<file path="src/rtl/div_pkg.sv">
// Shared definitions for the signed restoring divider: state encoding,
// default operand width and the iteration-counter width.
package div_pkg;

  localparam int DIV_WIDTH = 64;

  function automatic int cnt_width(input int w);
    return (w > 1) ? $clog2(w) : 1;
  endfunction

  localparam int CNT_WIDTH = cnt_width(DIV_WIDTH);

  typedef enum logic [1:0] {
    ST_IDLE = 2'd0,
    ST_EXEC = 2'd1,
    ST_FIX  = 2'd2,
    ST_DONE = 2'd3
  } div_state_t;

endpackage

</file>
<file path="src/rtl/div_step.sv">
// One combinational restoring-division iteration on unsigned magnitudes:
// shift the next dividend bit into the partial remainder, trial-subtract.
module div_step #(
  parameter int W = 64
) (
  input  logic [W-1:0] rem_in,
  input  logic [W-1:0] quo_in,
  input  logic [W-1:0] divisor,
  output logic [W-1:0] rem_out,
  output logic [W-1:0] quo_out
);

  logic [W:0] shifted;
  logic       ge;

  // quo_in carries the not-yet-consumed dividend bits in its upper end and
  // collects quotient bits at the bottom as they shift out.
  assign shifted = {rem_in, quo_in[W-1]};
  assign ge      = shifted >= {1'b0, divisor};
  assign rem_out = ge ? W'(shifted - {1'b0, divisor}) : shifted[W-1:0];
  assign quo_out = {quo_in[W-2:0], ge};

endmodule

</file>
<file path="src/rtl/divider.sv">
// Signed multi-cycle divider: magnitudes go through WIDTH restoring steps,
// then a single fix-up cycle applies signs and publishes {remainder, quotient}.
module divider
  import div_pkg::*;
#(
  parameter int WIDTH = DIV_WIDTH
) (
  input  logic               clk,
  input  logic               reset,
  input  logic               op_start,
  input  logic               op_clear,
  input  logic [WIDTH-1:0]   dividend,
  input  logic [WIDTH-1:0]   divisor,
  output logic               op_done,
  output logic               div_by_zero,
  output logic [2*WIDTH-1:0] result
);

  localparam int CW = cnt_width(WIDTH);
  localparam logic [CW-1:0] LAST = CW'(WIDTH - 1);

  div_state_t         state_reg;
  logic [CW-1:0]      count_reg;
  logic [WIDTH-1:0]   rem_reg;
  logic [WIDTH-1:0]   quo_reg;
  logic [WIDTH-1:0]   dvsr_reg;
  logic               neg_quo_reg;
  logic               neg_rem_reg;
  logic [2*WIDTH-1:0] result_reg;
  logic               done_reg;
  logic               dbz_reg;

  logic [WIDTH-1:0]   dividend_abs;
  logic [WIDTH-1:0]   divisor_abs;
  logic [WIDTH-1:0]   rem_step;
  logic [WIDTH-1:0]   quo_step;

  // The most negative value negates to itself, which read unsigned is its magnitude.
  assign dividend_abs = dividend[WIDTH-1] ? -dividend : dividend;
  assign divisor_abs  = divisor[WIDTH-1]  ? -divisor  : divisor;

  div_step #(.W(WIDTH)) u_step (
    .rem_in  (rem_reg),
    .quo_in  (quo_reg),
    .divisor (dvsr_reg),
    .rem_out (rem_step),
    .quo_out (quo_step)
  );

  always_ff @(posedge clk or posedge reset) begin
    if (reset) begin
      state_reg   <= ST_IDLE;
      count_reg   <= '0;
      rem_reg     <= '0;
      quo_reg     <= '0;
      dvsr_reg    <= '0;
      neg_quo_reg <= 1'b0;
      neg_rem_reg <= 1'b0;
      result_reg  <= '0;
      done_reg    <= 1'b0;
      dbz_reg     <= 1'b0;
    end else if (op_clear) begin
      state_reg   <= ST_IDLE;
      count_reg   <= '0;
      rem_reg     <= '0;
      quo_reg     <= '0;
      dvsr_reg    <= '0;
      neg_quo_reg <= 1'b0;
      neg_rem_reg <= 1'b0;
      result_reg  <= '0;
      done_reg    <= 1'b0;
      dbz_reg     <= 1'b0;
    end else begin
      case (state_reg)
        ST_IDLE: begin
          if (op_start) begin
            if (divisor == '0) begin
              result_reg <= {dividend, {WIDTH{1'b1}}};
              done_reg   <= 1'b1;
              dbz_reg    <= 1'b1;
              state_reg  <= ST_DONE;
            end else begin
              rem_reg     <= '0;
              quo_reg     <= dividend_abs;
              dvsr_reg    <= divisor_abs;
              neg_quo_reg <= dividend[WIDTH-1] ^ divisor[WIDTH-1];
              neg_rem_reg <= dividend[WIDTH-1];
              count_reg   <= '0;
              state_reg   <= ST_EXEC;
            end
          end
        end
        ST_EXEC: begin
          rem_reg   <= rem_step;
          quo_reg   <= quo_step;
          count_reg <= (count_reg == LAST) ? '0 : count_reg + CW'(1);
          if (count_reg == LAST) begin
            state_reg <= ST_FIX;
          end
        end
        ST_FIX: begin
          result_reg <= {(neg_rem_reg ? -rem_reg : rem_reg),
                         (neg_quo_reg ? -quo_reg : quo_reg)};
          done_reg   <= 1'b1;
          state_reg  <= ST_DONE;
        end
        ST_DONE: begin
          state_reg <= ST_DONE;
        end
        default: begin
          state_reg <= ST_IDLE;
        end
      endcase
    end
  end

  assign op_done     = done_reg;
  assign div_by_zero = dbz_reg;
  assign result      = result_reg;

endmodule

</file>
<file path="config.mk">
export PLATFORM = sky130hd
export DESIGN_NAME = divider
export DESIGN_NICKNAME = d
export VERILOG_FILES = /design/src/rtl/div_pkg.sv /design/src/rtl/div_step.sv /design/src/rtl/divider.sv
export SDC_FILE = /design/constraint.sdc
export NUM_CORES = 1
export LEC_CHECK = 0
export CORE_MARGIN = 2
export CORE_UTILIZATION = 48
export DETAILED_ROUTE_END_ITERATION = 16
export PLACE_DENSITY = 0.81
export SYNTH_ARGS = -nofsm -noshare
export SYNTH_HDL_FRONTEND = slang
export SYNTH_SLANG_ARGS = --single-unit
</file>
<file path="constraint.sdc">
create_clock -name clk -period 10.5 [get_ports clk]
set_clock_uncertainty 0.05 [all_clocks]
set_input_delay 2.1 -clock clk [delete_from_list [all_inputs] [get_ports clk]]
set_output_delay 2.1 -clock clk [all_outputs]
set_load 0.03 [all_outputs]
</file>
# Word-level counts from Yosys, hierarchy flattened

Cells that the tools add are included.

Input bits: 132
Output and inout bits: 130
Register bits after elaboration: 332
Word-level logic and storage cells: 85

Bitwise operators: 1
Magnitude comparators: 1
Multiplexer cells: 45
Equality and inequality tests: 9
Reductions and logical operators: 13
Add/subtract/negate cells: 6

Operators by type and width:

| cell                  | number |
|---|---|
| $mux W64              | 15 |
| $mux W128             | 3 |
| $neg A64 Y64          | 4 |
| $pmux W128 S2         | 1 |
| $pmux W64 S2          | 2 |
| $ge A65 B64 Y1        | 1 |
| $logic_not A64 Y1     | 1 |
| $sub A64 B64 Y64      | 1 |
| $mux W6               | 4 |
| $mux W1               | 13 |
| $ne A3 B3 Y1 const B  | 4 |
| $pmux W6 S2           | 1 |
| $reduce_and A3 Y1     | 4 |
| $mux W2               | 4 |
| $add A6 B1 Y6 const B | 1 |
| $eq A6 B6 Y1 const B  | 1 |
| $pmux W2 S3           | 1 |
| $reduce_bool A2 Y1    | 3 |
| $reduce_bool A3 Y1    | 2 |
| $eq A2 B2 Y1 const B  | 2 |
| $eq A2 B1 Y1 const B  | 1 |
| $logic_not A2 Y1      | 1 |
| $ne A2 B2 Y1 const B  | 1 |
| $pmux W1 S2           | 1 |
| other kinds (3)       | 3 |

# Longest topological paths before layout

Gate-level depths: netlist of the first run.

Depth in word-level cells: 6
Gate-level depth with buffers: 15
Mapped depth without buffers: 14

# Cells and area by module

From an unflattened synthesis of the first run, not the netlist that was laid out.

Cells, all modules: 2987
Area total of the unflattened synthesis: 24832.6 um^2

By module, submodules not included:

| module   | area an instance (um^2) | sequential area each (um^2) | times used | cells each |
|---|---|---|---|---|
| divider  | 19525.0                 | 8308.0                      | 1          | 2159 |
| div_step | 5307.6                  | 0.0                         | 1          | 828 |

# Least setup slack after synthesis of the first run

OpenSTA, ideal clock, no wires.

Path kind: in2reg
Start: in divisor[12]
End: reg result_reg[100] (netlist: result[100])
Required time: 10346 ps
Setup slack: 5508 ps
Setup time: 104 ps
Cell stages on the path: 11
Arrival time: 4839 ps
Buffers on the path: 2
Cell sequence: or4_1 -> nor4_2 -> nand4_1 -> or4b_4 -> nor3_2 -> and2_1 -> nor3_1 -> a21o_1 -> buf_2 -> buf_6 -> o41ai_2

Word-level cells in the longest chain between the ends: 3

Ends and longest elaborated chain:

| what                        | RTL line       | RTL |
|---|---|---|
| start, declared             | divider.sv:13  | `input logic [WIDTH-1:0] divisor,` |
| $logic_not A64 Y1           | divider.sv:77  | `if (divisor == '0) begin` |
| $ne A3 B3 Y1 (no line)      | n/a            |  |
| $reduce_and A3 Y1 (no line) | n/a            |  |
| end signal, assigned        | divider.sv:78  | `result_reg <= {dividend, {WIDTH{1'b1}}};` |
| end signal, assigned        | divider.sv:102 | `result_reg <= {(neg_rem_reg ? -rem_reg : rem_reg),` |
| end, declared               | divider.sv:29  | `logic [2*WIDTH-1:0] result_reg;` |

No other way between the ends.
A chain may end at the register's enable or synchronous reset.

# Worst setup path after layout of the first run

Start: in divisor[8]
End: reg quo_reg[39]

Word-level cells in the longest chain between the ends: 3

Ends and longest elaborated chain:

| what                        | RTL line      | RTL |
|---|---|---|
| $logic_not A64 Y1           | divider.sv:77 |  |
| $ne A3 B3 Y1 (no line)      | n/a           |  |
| $reduce_and A3 Y1 (no line) | n/a           |  |
| end signal, assigned        | divider.sv:84 | `quo_reg <= dividend_abs;` |
| end signal, assigned        | divider.sv:95 | `quo_reg <= quo_step;` |
| end, declared               | divider.sv:25 | `logic [WIDTH-1:0] quo_reg;` |

No other way between the ends.

==> impl_metrics.tcl, run 1 <==
set metrics [dict create \
    status "finished, final reports clean" \
    worst_pin_slew_ns 1.148 \
    reg2regPathDepth 10 \
    final_util_pct 57.40 \
    initial_core_util_pct 48.61 \
    multi_input_area_sq_mm 0.01440 \
    yosysWarnings 0 \
    grt_setup_unrepaired "false" \
    syn_inst 2894 \
    max-cap-violations 0 \
    cts_sinks 332 \
    fin_tns_setup_ns 0 \
    synthMuxAreaShare_pct 1.893 \
    first_pass_iters 6 \
    fp-row-count 81 \
    crit_path_end_kind "flip-flop" \
    grt_antenna_before_repair 5 \
    clkTransAtPathRegs_ns 0.06 \
    track_usage_pct 27.39 \
    syn_avg_cell_area_sq_um 8.223 \
    viasPerCell 5.939 \
    synth_ff_type "dfrtp_1" \
    port_buffers 261 \
    ir_worst_vdd_v 0.0002262 \
    crit_top_cell "buf_4" \
    seq_area_frac_synth_pct 34.91 \
    grt_pass1_vias 20518 \
    ant_nets 0 \
    slew_headroom_pct 23.28 \
    synth-edff-count 0 \
    worstSetupPathType "primary input to flip-flop" \
    placedCellCount 3651 \
    routed_wl_mm 70.77 \
    final_cell_mix "435 x nand2_1, 331 x dfrtp_1, 262 x o21ai_0" \
    synth_cell_type_count 73 \
    vias 22129 \
    synthAdderAreaFrac_pct 3.712 \
    ctsHoldBuffers 0 \
    clk_latency_ns 0.57 \
    cts_tree "done" \
    synthArstFlopShare_pct 100.0 \
    hold_class "flip-flop to flip-flop" \
    synth_compound_area_share_pct 25.51 \
    layout_commonest_cell "nand2_1" \
    largest_register_ffs 128 \
    slowest_stage "buf_4" \
    finalCritPeriodShare_pct 64.54 \
    cts.path.max_buffers 3 \
    setup_violations 0 \
    synth-simple-area-share_pct 17.92 \
    place.gp.congestion 0.9667 \
    drt_iter0_markers 1628 \
    drv_slew 0 \
    grt_pass1_wl_mm 112.1 \
    nets 3230 \
    grt_max_degree 109 \
    worstSetupStartpointType "primary input" \
    critPathTopFamily "simple AND/OR/NAND/NOR gates" \
    drc_errors 0 \
    io_pins 262 \
    cpPeakStageDelay_ns 0.86 \
    p_per_area_mw_per_mm2 288.7 \
    rr_startpoint "rem_reg[27]" \
    cts_inserted_buffers 39 \
    synth_xor_area_share_pct 11.19 \
    synth_top_family_by_area "compound AO/OA/AOI/OAI gates" \
    min_path_cells 2 \
    min_to "dvsr_reg[25]" \
    dieArea_sq_mm 0.05137 \
    crit_required_ns 10.89 \
    cp_max_fo 96 \
    crit_buf_inv 3 \
    drive_above_1_share_pct 5.201 \
    hold_start "dvsr_reg[25]" \
    finalPower_w 0.008112 \
    syn_area_sq_mm 0.02380 \
    mappedNetlistNets 3096 \
    r2r_slack_ns 5.78 \
    hold_ws_ns 0.4230 \
    worst_r2r_endpoint "rem_reg[56]" \
    cts_setup_buffers 0 \
    max_freq_ghz 0.1476 \
    fp.coreArea_sq_mm 0.04895 \
    post-dp-hpwl_mm 53.18 \
    leakage_nw 11.87 \
    synth_seq_cells 332 \
    finalHoldViolCount 0 \
    crit_path_cell_trace "clkdlybuf4s50_1 -> nor4_1 -> nor4b_2 -> nand4_1 -> or4b_4 -> nor3_2 -> nor2b_1 -> o31ai_4 -> buf_4 -> buf_4 -> a2111oi_0 -> a21o_1" \
    arrival_ns 7.17 \
    overflow 0 \
    die_height_um 226.7 \
    cts_root_buf "clkbuf_16" \
    synthToLayoutAreaGrowth_pct 18.08 \
    fin_crit_ns 6.777 \
    fin_cells 3726 \
    fill_cells 4446 \
    cts_resized 0 \
    final-seq-area_sq_mm 0.008309 \
    cts.htree.levels 2 \
    wl_per_cell_um 18.99 \
    die_width_um 226.7 \
]
==> report_power, final <==
part | internal [W] | switching [W]
Clock | 0.000892 | 0.000560
Sequential | 0.00154 | 0.000356
Combinational | 0.00188 | 0.00289
Total | 0.00431 | 0.00381
==> stage by stage <==
stage	cell area (sq um)	setup slack [ns]
floorplan	23800	3.915
global placement	26710	3.301
detailed placement	26710	3.248
CTS	28090	3.800
global route	28090	3.348
finish	28100	3.723
==> cells by family after synthesis <==
| kind of cell | count (synthesis) |
|---|---|
| buf+inv | 293 |
| compound gates | 911 |
| simple gates | 939 |
| fa+ha+maj | 70 |
| flops | 332 |
| xor+xnor | 304 |
| mux | 45 |
==> how the worst max path moves through the flow <==
stage	startpoint	endpoint	slack [ns]	cells after the start
finish	divisor[8]	quo_reg[39]	3.72	12
global route	divisor[6]	quo_reg[39]	3.35	12
CTS	divisor[8]	quo_reg[39]	3.80	12
detailed placement	divisor[8]	quo_reg[39]	3.25	12
global placement	divisor[8]	quo_reg[39]	3.30	12
floorplan	reset	count_reg[0]	3.92	1
==> final cells by class <==
cell class	instances	area share, %
multi-input cells	2269	51.23
clock inverters	16	0.7748
inverters	98	1.322
repair buffers	288	9.988
clock buffers	54	4.110
diodes	5	0.04453
well taps	664	2.957
flip-flops and latches	332	29.57
==> synthesized netlist by cell type, types with 36 or more instances <==
| library cell | count | area share, % |
|---|---|---|
| a21o_1 | 58 | 1.8 |
| a21oi_1 | 146 | 3.1 |
| buf_2 | 36 | 0.76 |
| clkbuf_1 | 153 | 2.4 |
| dfrtp_1 | 332 | 35 |
| ha_1 | 69 | 3.6 |
| inv_1 | 96 | 1.5 |
| mux2i_1 | 45 | 1.9 |
| nand2_1 | 438 | 6.9 |
| nand3_1 | 36 | 0.76 |
| nor2_1 | 218 | 3.4 |
| nor3_1 | 39 | 0.82 |
| o21ai_0 | 262 | 5.5 |
| o31ai_1 | 173 | 5.5 |
| o41ai_1 | 49 | 1.8 |
| or3_1 | 43 | 1.1 |
| xnor2_1 | 116 | 4.3 |
| xor2_1 | 188 | 6.9 |
==> worst min-delay path, cell delays in order (launching register included) <==
cell and delay [ns]:
dfrtp_1 0.34, nand2_1 0.05, o31ai_1 0.05
==> per-layer routing <==
metal  GRT usage [%]  share of wire (%)  vias up
met2           42.17                 45      778
li1                -                  -    10679
met3           4.263                6.7      144
met4           11.52                4.2        2
met1           38.31                 44    10526
met5               0              0.011        -
(Power assumes the default switching activity.)
==> run 2, diff against run 1 <==
clock period = 5.6 ns   (was 10.5 ns; I/O delays follow)
==> run 2 against run 1 <==
  * Die area unchanged
  * Worst setup slack got worse by 2.8 ns
  * Non-clock buffer count increased by 16
==> impl_metrics.tcl, run 2 (synthesis gave the netlist of run 1 again) <==
set metrics [dict create \
    status "finished, final reports clean" \
    grt_setup_unrepaired "false" \
    track_usage_pct 27.57 \
    fill_cells 4349 \
    setup_violations 0 \
    drc_errors 0 \
    crit_required_ns 5.99 \
    fin_crit_ns 4.645 \
    cts.htree.levels 2 \
    cts_resized 0 \
    cpPeakStageDelay_ns 0.62 \
    hold_ws_ns 0.4256 \
    dieArea_sq_mm 0.05137 \
    post-dp-hpwl_mm 53.45 \
    drive_above_1_share_pct 5.599 \
    p_per_area_mw_per_mm2 534.1 \
    fp-row-count 81 \
    nets 3245 \
    clkTransAtPathRegs_ns 0.06 \
    cp_max_fo 84 \
    drv_slew 0 \
    synthToLayoutAreaGrowth_pct 18.67 \
    cts_inserted_buffers 38 \
    grt_antenna_before_repair 4 \
    max-cap-violations 0 \
    fp.coreArea_sq_mm 0.04895 \
    clk_latency_ns 0.57 \
    place_ws_ns 0.3628 \
    initial_core_util_pct 48.61 \
    place.gp.congestion 1.010 \
    worst_r2r_endpoint "rem_reg[56]" \
    cts_setup_buffers 0 \
    port_buffers 261 \
    die_height_um 226.7 \
    cts_sinks 332 \
    viasPerCell 5.920 \
    ant_nets 0 \
    worstSetupPathType "primary input to flip-flop" \
    largest_register_ffs 128 \
    layout_commonest_cell "nand2_1" \
    slowest_stage "or4b_4" \
    leakage_nw 11.94 \
    die_width_um 226.7 \
    first_pass_iters 6 \
    hold_class "flip-flop to flip-flop" \
    routed_wl_mm 70.83 \
    cts.path.max_buffers 3 \
    crit_path_end_kind "flip-flop" \
    max_freq_ghz 0.2153 \
    crit_path_cell_trace "clkdlybuf4s50_1 -> or4_1 -> nor4_2 -> nand4_1 -> or4b_4 -> nor3_2 -> and2_1 -> nor3_1 -> a21o_4 -> buf_12 -> o31ai_1" \
    final-seq-area_sq_mm 0.008309 \
    finalHoldViolCount 0 \
    placedCellCount 3667 \
    rr_startpoint "quo_reg[63]" \
    wl_per_cell_um 18.94 \
    drt_iter0_markers 1790 \
    grt_max_degree 114 \
    min_path_cells 2 \
    worst_slack_ns 0.9554 \
    min_to "dvsr_reg[55]" \
    io_pins 262 \
    finalCritPeriodShare_pct 82.94 \
    grt_pass1_vias 20860 \
    ir_worst_vdd_v 0.0003161 \
    vias 22134 \
    r2r_slack_ns 1.23 \
    reg2regPathDepth 15 \
    crit_buf_inv 2 \
    final_cell_mix "436 x nand2_1, 331 x dfrtp_1, 262 x o21ai_0" \
    critPathTopFamily "simple AND/OR/NAND/NOR gates" \
    grt_pass1_wl_mm 112.9 \
    ctsHoldBuffers 0 \
    hold_start "dvsr_reg[55]" \
    fin_cells 3739 \
    worst_pin_slew_ns 1.091 \
    cts_tree "done" \
    cts_root_buf "clkbuf_16" \
    multi_input_area_sq_mm 0.01439 \
    slew_headroom_pct 27.03 \
    finalPower_w 0.01508 \
    arrival_ns 5.04 \
    worstSetupStartpointType "primary input" \
    overflow 0 \
]
-- run 2: how the worst max path moves through the flow --
stage	start	endpoint	slack, ns	depth (start not counted)
floorplan	reset	count_reg[0]	-0.005	1
global placement	divisor[12]	result[93]	0.46	11
detailed placement	divisor[12]	result[98]	0.36	11
CTS	divisor[12]	result[93]	0.97	11
global route	divisor[10]	result[17]	0.76	12
finish	divisor[12]	result[75]	0.96	11
-- run 2: layout make-up --
cell class	instances	area share, %
multi-input cells	2269	50.95
flip-flops and latches	332	29.43
repair buffers	304	10.94
clock buffers	51	3.828
well taps	664	2.942
inverters	98	1.316
clock inverters	18	0.5672
diodes	3	0.02659
-- run 2: per-layer routing --
metal / up-vias / global-route usage [%] / wire, um
li1: 10722 / - / -
met1: 10421 / 38.44 / 31440
met2: 839 / 42.99 / 31440
met3: 150 / 3.240 / 4755
met4: 2 / 12.44 / 3169
met5: - / 0 / 16
-- run 2: power breakdown --
part / internal [W] / total [W] / switching (W)
Combinational: 0.00359 / 0.00902 / 0.00543
Sequential: 0.00288 / 0.00356 / 0.000675
Clock: 0.00146 / 0.00250 / 0.00105
-- run 2: worst reg2reg max path, stage by stage, from the launching register on --
cell and delay, ns:
dfrtp_1 0.49, inv_1 0.22, ha_1 0.20, inv_1 0.05, fa_1 0.42, a211oi_1 0.23, o21ai_0 0.26, nor3_1 0.19
o21ai_0 0.26, a211oi_1 0.30, buf_4 0.18, o31a_1 0.27, o211ai_1 0.23, a21o_1 0.27, a32o_1 0.25, or3_1 0.36
-- run 2: through the flow --
stage                     TNS (ns)  util [%]  area (sq um)
final                            0     57.69         28240
after global routing             0     57.68         28230
after CTS                        0     57.67         28230
after detailed placement         0     55.14         26990
after global placement           0     55.14         26990
after floorplan             -1.541         -         23800
